## config.mk

```make
export PLATFORM = sky130hd
export DESIGN_NAME = prog_loader_flat
export DESIGN_NICKNAME = d
export VERILOG_FILES = /design/src/rtl/prog_loader_if.sv /design/src/rtl/prog_loader.sv /design/src/flat_wrapper.sv
export SDC_FILE = /design/constraint.sdc
export NUM_CORES = 1
export LEC_CHECK = 0
export CAP_MARGIN = 15
export CORE_ASPECT_RATIO = 2
export CORE_MARGIN = 2
export CORE_UTILIZATION = 59
export CTS_CLUSTER_DIAMETER = 120
export DETAILED_ROUTE_END_ITERATION = 6
export PLACE_DENSITY_LB_ADDON = 0.2
export SETUP_SLACK_MARGIN = 0.15
export SLEW_MARGIN = 20
export SYNTH_ARGS = -nofsm -noshare
export SYNTH_HDL_FRONTEND = slang
export SYNTH_SLANG_ARGS = --single-unit
```

## constraint.sdc

```tcl
create_clock -name clk -period 6.21 [get_ports clk]
set_input_delay 1.242 -clock clk [delete_from_list [all_inputs] [get_ports clk]]
set_output_delay 1.242 -clock clk [all_outputs]
set_load 0.02 [all_outputs]
```

## src/rtl/prog_loader_if.sv

```systemverilog
// Host byte stream into the program loader: valid/ready handshake carrying one byte per transfer.
interface prog_loader_if;
  logic [7:0] data;
  logic       valid;
  logic       ready;

  modport master (output data, output valid, input ready);
  modport slave  (input data, input valid, output ready);
endinterface

```

## src/rtl/prog_loader.sv

```systemverilog
// Instruction memory writer: unpacks a COUNT/(HI,LO)*N/CHK byte stream into 9-bit
// instructions, verifies the XOR checksum and gates the core reset accordingly.
module prog_loader #(
  parameter int unsigned ADDR_W  = 8,
  parameter int unsigned INSTR_W = 9,
  parameter int unsigned TIMEOUT = 1024
) (
  input  logic               clk,
  input  logic               reset,
  input  logic               load_req,
  prog_loader_if.slave       rx,
  output logic               im_we,
  output logic [ADDR_W-1:0]  im_addr,
  output logic [INSTR_W-1:0] im_wdata,
  output logic               core_reset,
  input  logic               core_done,
  output logic               busy,
  output logic               loaded,
  output logic               halted,
  output logic               error,
  output logic [1:0]         err_code,
  output logic [ADDR_W:0]    instr_count
);

  localparam int unsigned TimerW = $clog2(TIMEOUT + 1);

  localparam logic [2:0] StIdle  = 3'd0;
  localparam logic [2:0] StCount = 3'd1;
  localparam logic [2:0] StHi    = 3'd2;
  localparam logic [2:0] StLo    = 3'd3;
  localparam logic [2:0] StCheck = 3'd4;
  localparam logic [2:0] StRun   = 3'd5;
  localparam logic [2:0] StHalt  = 3'd6;
  localparam logic [2:0] StErr   = 3'd7;

  logic [2:0]         state_q, state_d;
  logic [ADDR_W-1:0]  index_q, index_d;
  logic [7:0]         csum_q, csum_d;
  logic [TimerW-1:0]  timer_q, timer_d;
  logic               bit8_q, bit8_d;
  logic [1:0]         err_code_q, err_code_d;
  logic [ADDR_W:0]    count_q, count_d;
  logic               im_we_q, im_we_d;
  logic [ADDR_W-1:0]  im_addr_q, im_addr_d;
  logic [INSTR_W-1:0] im_wdata_q, im_wdata_d;
  logic               accept;
  logic               last_instr;

  // Pure state decodes: no combinational path from rx.valid into rx.ready.
  always_comb begin
    busy       = (state_q == StCount) || (state_q == StHi) ||
                 (state_q == StLo) || (state_q == StCheck);
    loaded     = (state_q == StRun) || (state_q == StHalt);
    halted     = (state_q == StHalt);
    error      = (state_q == StErr);
    core_reset = !loaded;
  end

  assign rx.ready    = busy;
  assign accept      = rx.valid && busy;
  assign last_instr  = ({1'b0, index_q} == (count_q - (ADDR_W+1)'(1)));
  assign im_we       = im_we_q;
  assign im_addr     = im_addr_q;
  assign im_wdata    = im_wdata_q;
  assign err_code    = err_code_q;
  assign instr_count = count_q;

  always_comb begin
    state_d    = state_q;
    index_d    = index_q;
    csum_d     = csum_q;
    timer_d    = timer_q;
    bit8_d     = bit8_q;
    err_code_d = err_code_q;
    count_d    = count_q;
    im_we_d    = 1'b0;
    im_addr_d  = im_addr_q;
    im_wdata_d = im_wdata_q;

    case (state_q)
      StIdle, StRun, StHalt, StErr: begin
        if (load_req) begin
          state_d    = StCount;
          err_code_d = 2'd0;
          timer_d    = '0;
        end else if ((state_q == StRun) && core_done) begin
          state_d = StHalt;
        end
      end
      StCount: begin
        if (accept) begin
          // A zero count byte encodes a full 256-entry image.
          count_d = (rx.data == 8'd0) ? (ADDR_W+1)'(256) : (ADDR_W+1)'(rx.data);
          index_d = '0;
          csum_d  = rx.data;
          state_d = StHi;
        end
      end
      StHi: begin
        if (accept) begin
          if (|rx.data[7:1]) begin
            state_d    = StErr;
            err_code_d = 2'd1;
          end else begin
            bit8_d  = rx.data[0];
            csum_d  = csum_q ^ rx.data;
            state_d = StLo;
          end
        end
      end
      StLo: begin
        if (accept) begin
          csum_d     = csum_q ^ rx.data;
          im_we_d    = 1'b1;
          im_addr_d  = index_q;
          im_wdata_d = INSTR_W'({bit8_q, rx.data});
          if (last_instr) begin
            state_d = StCheck;
          end else begin
            index_d = index_q + ADDR_W'(1);
            state_d = StHi;
          end
        end
      end
      StCheck: begin
        if (accept) begin
          if (rx.data == csum_q) begin
            state_d = StRun;
          end else begin
            state_d    = StErr;
            err_code_d = 2'd3;
          end
        end
      end
      default: state_d = StIdle;
    endcase

    // Idle-gap watchdog; an accepted byte always restarts it.
    if (busy) begin
      if (accept) begin
        timer_d = '0;
      end else if (timer_q == TimerW'(TIMEOUT - 1)) begin
        state_d    = StErr;
        err_code_d = 2'd2;
      end else begin
        timer_d = timer_q + TimerW'(1);
      end
    end
  end

  always_ff @(posedge clk or negedge reset) begin
    if (!reset) begin
      state_q    <= StIdle;
      index_q    <= '0;
      csum_q     <= '0;
      timer_q    <= '0;
      bit8_q     <= 1'b0;
      err_code_q <= 2'd0;
      count_q    <= '0;
      im_we_q    <= 1'b0;
      im_addr_q  <= '0;
      im_wdata_q <= '0;
    end else begin
      state_q    <= state_d;
      index_q    <= index_d;
      csum_q     <= csum_d;
      timer_q    <= timer_d;
      bit8_q     <= bit8_d;
      err_code_q <= err_code_d;
      count_q    <= count_d;
      im_we_q    <= im_we_d;
      im_addr_q  <= im_addr_d;
      im_wdata_q <= im_wdata_d;
    end
  end

endmodule
```

## src/flat_wrapper.sv

```systemverilog
// flat-port wrapper written by rule: the top's interface ports become plain ports
module prog_loader_flat 
#(
  parameter int unsigned ADDR_W  = 8,
  parameter int unsigned INSTR_W = 9,
  parameter int unsigned TIMEOUT = 1024
)
  (clk, reset, load_req, im_we, im_addr, im_wdata, core_reset, core_done, busy, loaded, halted, error, err_code, instr_count, rx_data, rx_valid, rx_ready);
  prog_loader_if rx_i ();
  input  logic clk;
  input  logic reset;
  input  logic load_req;
  output logic im_we;
  output logic [ADDR_W-1:0] im_addr;
  output logic [INSTR_W-1:0] im_wdata;
  output logic core_reset;
  input  logic core_done;
  output logic busy;
  output logic loaded;
  output logic halted;
  output logic error;
  output logic [1:0] err_code;
  output logic [ADDR_W:0] instr_count;
  input wire logic [$bits(rx_i.data)-1:0] rx_data;
  input wire logic [$bits(rx_i.valid)-1:0] rx_valid;
  output wire logic [$bits(rx_i.ready)-1:0] rx_ready;
  assign rx_i.data = rx_data;
  assign rx_i.valid = rx_valid;
  assign rx_ready = rx_i.ready;
  prog_loader #(.ADDR_W(ADDR_W), .INSTR_W(INSTR_W), .TIMEOUT(TIMEOUT)) u_core (.clk(clk), .reset(reset), .load_req(load_req), .rx(rx_i), .im_we(im_we), .im_addr(im_addr), .im_wdata(im_wdata), .core_reset(core_reset), .core_done(core_done), .busy(busy), .loaded(loaded), .halted(halted), .error(error), .err_code(err_code), .instr_count(instr_count));
endmodule
```

==> impl_results.md <==
- TNS Setup: 0 ns
- Worst vdd ir: between 0.3 and 0.4 mV
- Power per cell area: 483 nW/µm²
- Worst Max-Slew Pin Slew: roughly 0.99 ns
- Resize count post-CTS: 0
- Maxcap violations: 0
- Area of the die: 6200 µm²
- Die Y: 109 µm
- Final #Nets: ~400
- Die width: 56.7 µm
- Sequential element share of the synthesized area: 0.459
- Vias in the first global route: between 2k and 3k
- Post-CTS Setup Repair Bufs: 0
- Critical Path End Type: flip-flop
- Worst skew pair latency: around 0.35 ns
- Rows: 38
- RSZ-0062 raised after global routing: false
- F_max: 0.289 GHz
- Final GP Congestion: 0.822
- Complex-gate fraction of the synthesized area: 0.144
- Synthesized net count: roughly 350
- Clock Tree Root: clkbuf_8
- Flops & latches, synth: 60
- CP Cell Sequence: clkdlybuf4s50_1 -> or4_1 -> nor4_1 -> a21oi_1 -> nor2_2 -> nor2_1 -> a311oi_1
- Endpoints failing hold: 0
- All-Layer GR Usage: 0.283
- Kind of critical path: input pin to flip-flop
- DR WL/cell: about 17 µm
- Layout cells sized above 1: 0.119
- LEAKAGE: 1.76 nW
- Post-DR vias/cell: 6.12
- Fin area: ~4000 µm²
- Distinct cells, synth: 50
- Clock net sink count: 60
- Post-synth EDFFs: 0
- Max-Slew Margin vs Limit: 0.341
- Core ar.: 5370 µm²
- Max Slew Vio Count: 0
- Status: finished clean
- Total grt overflow: 0
- Iteration-0 DRC Markers: ~120
- Antenna Cells: 0
- Initial Utilization: 0.609
- CTS tree: done
- Fin crit share: 0.557
- # IOs: 48
- CTS H-tree lvls: 3
- Area Growth Syn to Fin: 22.2%
- Mapped Cells: around 340
- CTS Buf Count: 9
- Setup Viol. Count Final: 0
- Synth Area in Adders: 0.0115
- Syn_area_per_cell: ~10 µm²
- DR vias: roughly 2.7k
- Mux contribution to synthesized area: 0.0902
- CP Launch Type: input pin
- Post-synthesis simple-gate area fraction: 0.203
- Post-synthesis async set-or-reset flop share: 1.00
- Worst EP required: between 6 and 7 ns
- Synth warn: 0
- Port buffer count: 47
- Hold Path Class: flip-flop to flip-flop
- Top FF cell, synth: dfrtp_1
- Initial antenna violation count: 0
- CTS clk-pin slew, worst paths: 0.06 ns
- Hold WS: just over 0.5 ns
- Post-synthesis cell area: 3270 µm²
- Post-placement cell area: between 3000 and 4000 µm²
- Max FO, Critical Path: 8
- Hold buffers post-CTS: 0
- Slowest CP cell: or4_1
- Crit path largest cell delay: around 0.57 ns
- Post-route ant nets: 0
- Largest family of logic cells by synthesized area: simple AND/OR/NAND/NOR gates
- DP Wirelength: 5450 µm
- DRC viols: 0
- First-pass GRT wire length: about 13000 µm
- Clk_skew: 0.0101 ns
- Final wirelength: 7790 µm
- Pre-antenna DRT Iters: 4
- Critical Path AT: roughly 3.7 ns
- Fin crit period: around 3.5 ns
- Clock Path Buffers: 2
- XOR/XNOR Fraction of Synth Area: 0.0615
- Largest net degree at the start of global routing: a little over 60
- Fill cells: 412
-- cells by family after synthesis --
| kind of cell | count (synthesis) |
|---|---|
| compound gates | 72 |
| xor+xnor | 23 |
| fa+ha+maj | 3 |
| buf+inv | 26 |
| flops | 60 |
| mux | 27 |
| simple gates | 126 |
-- worst paths after layout --
kind	slack, ns	depth (start not counted)	start	end
min in group asynchronous	1.05	2	reset	u_core.index_q[7]
hold / removal	0.50	1	u_core.im_addr[6]	u_core.im_addr[6]
setup reg to reg	3.25	8	u_core.instr_count[0]	u_core.index_q[1]
max in group asynchronous	4.66	2	reset	u_core.im_wdata[8]
hold reg to reg	0.50	1	u_core.im_addr[6]	u_core.im_addr[6]
setup / recovery	2.75	7	rx_data[4]	u_core.csum_q[2]
-- layout by cell type, fill, tap and decap left out, types with 7 or more instances in the layout --
master,count
inv_1,10
and3_1,7
nand3_1,12
clkdlybuf4s50_1,46
mux2_2,18
o21ai_0,17
dfrtp_1,60
a21oi_1,25
mux2i_1,7
xnor2_1,8
xor2_1,15
nand2_1,41
nand2b_1,9
a311oi_1,9
clkbuf_8,12
nor2_1,23
-- Yosys cell counts (3+ instances only) --
library cell / n / area, µm²
and3_1: 7 / 43.8
dfrtp_1: 60 / 1500
nand2b_1: 9 / 56.3
o21ai_0: 17 / 85.1
a311oi_1: 9 / 78.8
mux2i_1: 7 / 70.1
inv_1: 10 / 37.5
nor2_1: 23 / 86.3
buf_1: 3 / 11.3
clkbuf_1: 11 / 41.3
a211oi_1: 3 / 22.5
nor3_1: 3 / 15.0
nand2_1: 41 / 154
nor2b_1: 4 / 25.0
a31oi_1: 4 / 25.0
nand4_1: 4 / 25.0
xnor2_1: 8 / 70.1
xor2_1: 15 / 131
mux2_2: 18 / 203
a21oi_1: 25 / 125
nor4_1: 3 / 18.8
nand3_1: 12 / 60.1
ha_1: 3 / 37.5
and2_1: 3 / 18.8
-- worst max-delay path: cells and delay by family --
family	cells	cell delay (ns)
AO/OA/AOI/OAI	2	0.52
buffers and inverters	1	0.51
AND/OR/NAND/NOR	4	1.44
-- cell type report --
cell class | count | area (µm²) | area share
Clock buffer | 12 | 165 | 0.0413
Clock inverter | 4 | 70.1 | 0.0175
Inverter | 10 | 37.5 | 0.00938
Multi-Input combinational cell | 251 | 1670 | 0.418
Sequential cell | 60 | 1500 | 0.375
Tap cell | 60 | 75.1 | 0.0188
Timing Repair Buffer | 49 | 480 | 0.120
-- state kept, by name, summed over array words and instances, names as in the netlist --
register / cells
u_core.timer_q: 11
u_core.im_wdata: 9
u_core.instr_count: 9
u_core.csum_q: 8
u_core.im_addr: 8
u_core.index_q: 8
u_core.state_q: 3
u_core.err_code: 2
u_core.bit8_q: 1
u_core.im_we: 1
-- stage by stage --
step                power [mW]  utilization  setup WS [ns]  std cells
CTS                       1.94        0.745           2.77        446
global placement          1.49        0.701           2.62        430
global route              2.05        0.745           2.45        446
detailed placement        1.52        0.701           2.48        430
floorplan                 1.20            -           3.32        337
finish                    1.93        0.745           2.75        446
-- where the power goes --
| part | leakage [nW] | switching, mW | internal (mW) |
|---|---|---|---|
| clock | 0.122 | 0.154 | 0.257 |
| sequential | 0.788 | 0.160 | 0.509 |
| combinational | 0.849 | 0.466 | 0.386 |
| total | 1.76 | 0.780 | 1.15 |
-- layer usage --
metal,vias up,GRT usage,wire length [µm]
met4,0,0.134,177
met5,-,0,0
met1,1368,0.306,2990
li1,1294,-,-
met3,13,0.0682,219
met2,56,0.508,4400
Note: power is estimated with default switching activity, not from simulation.
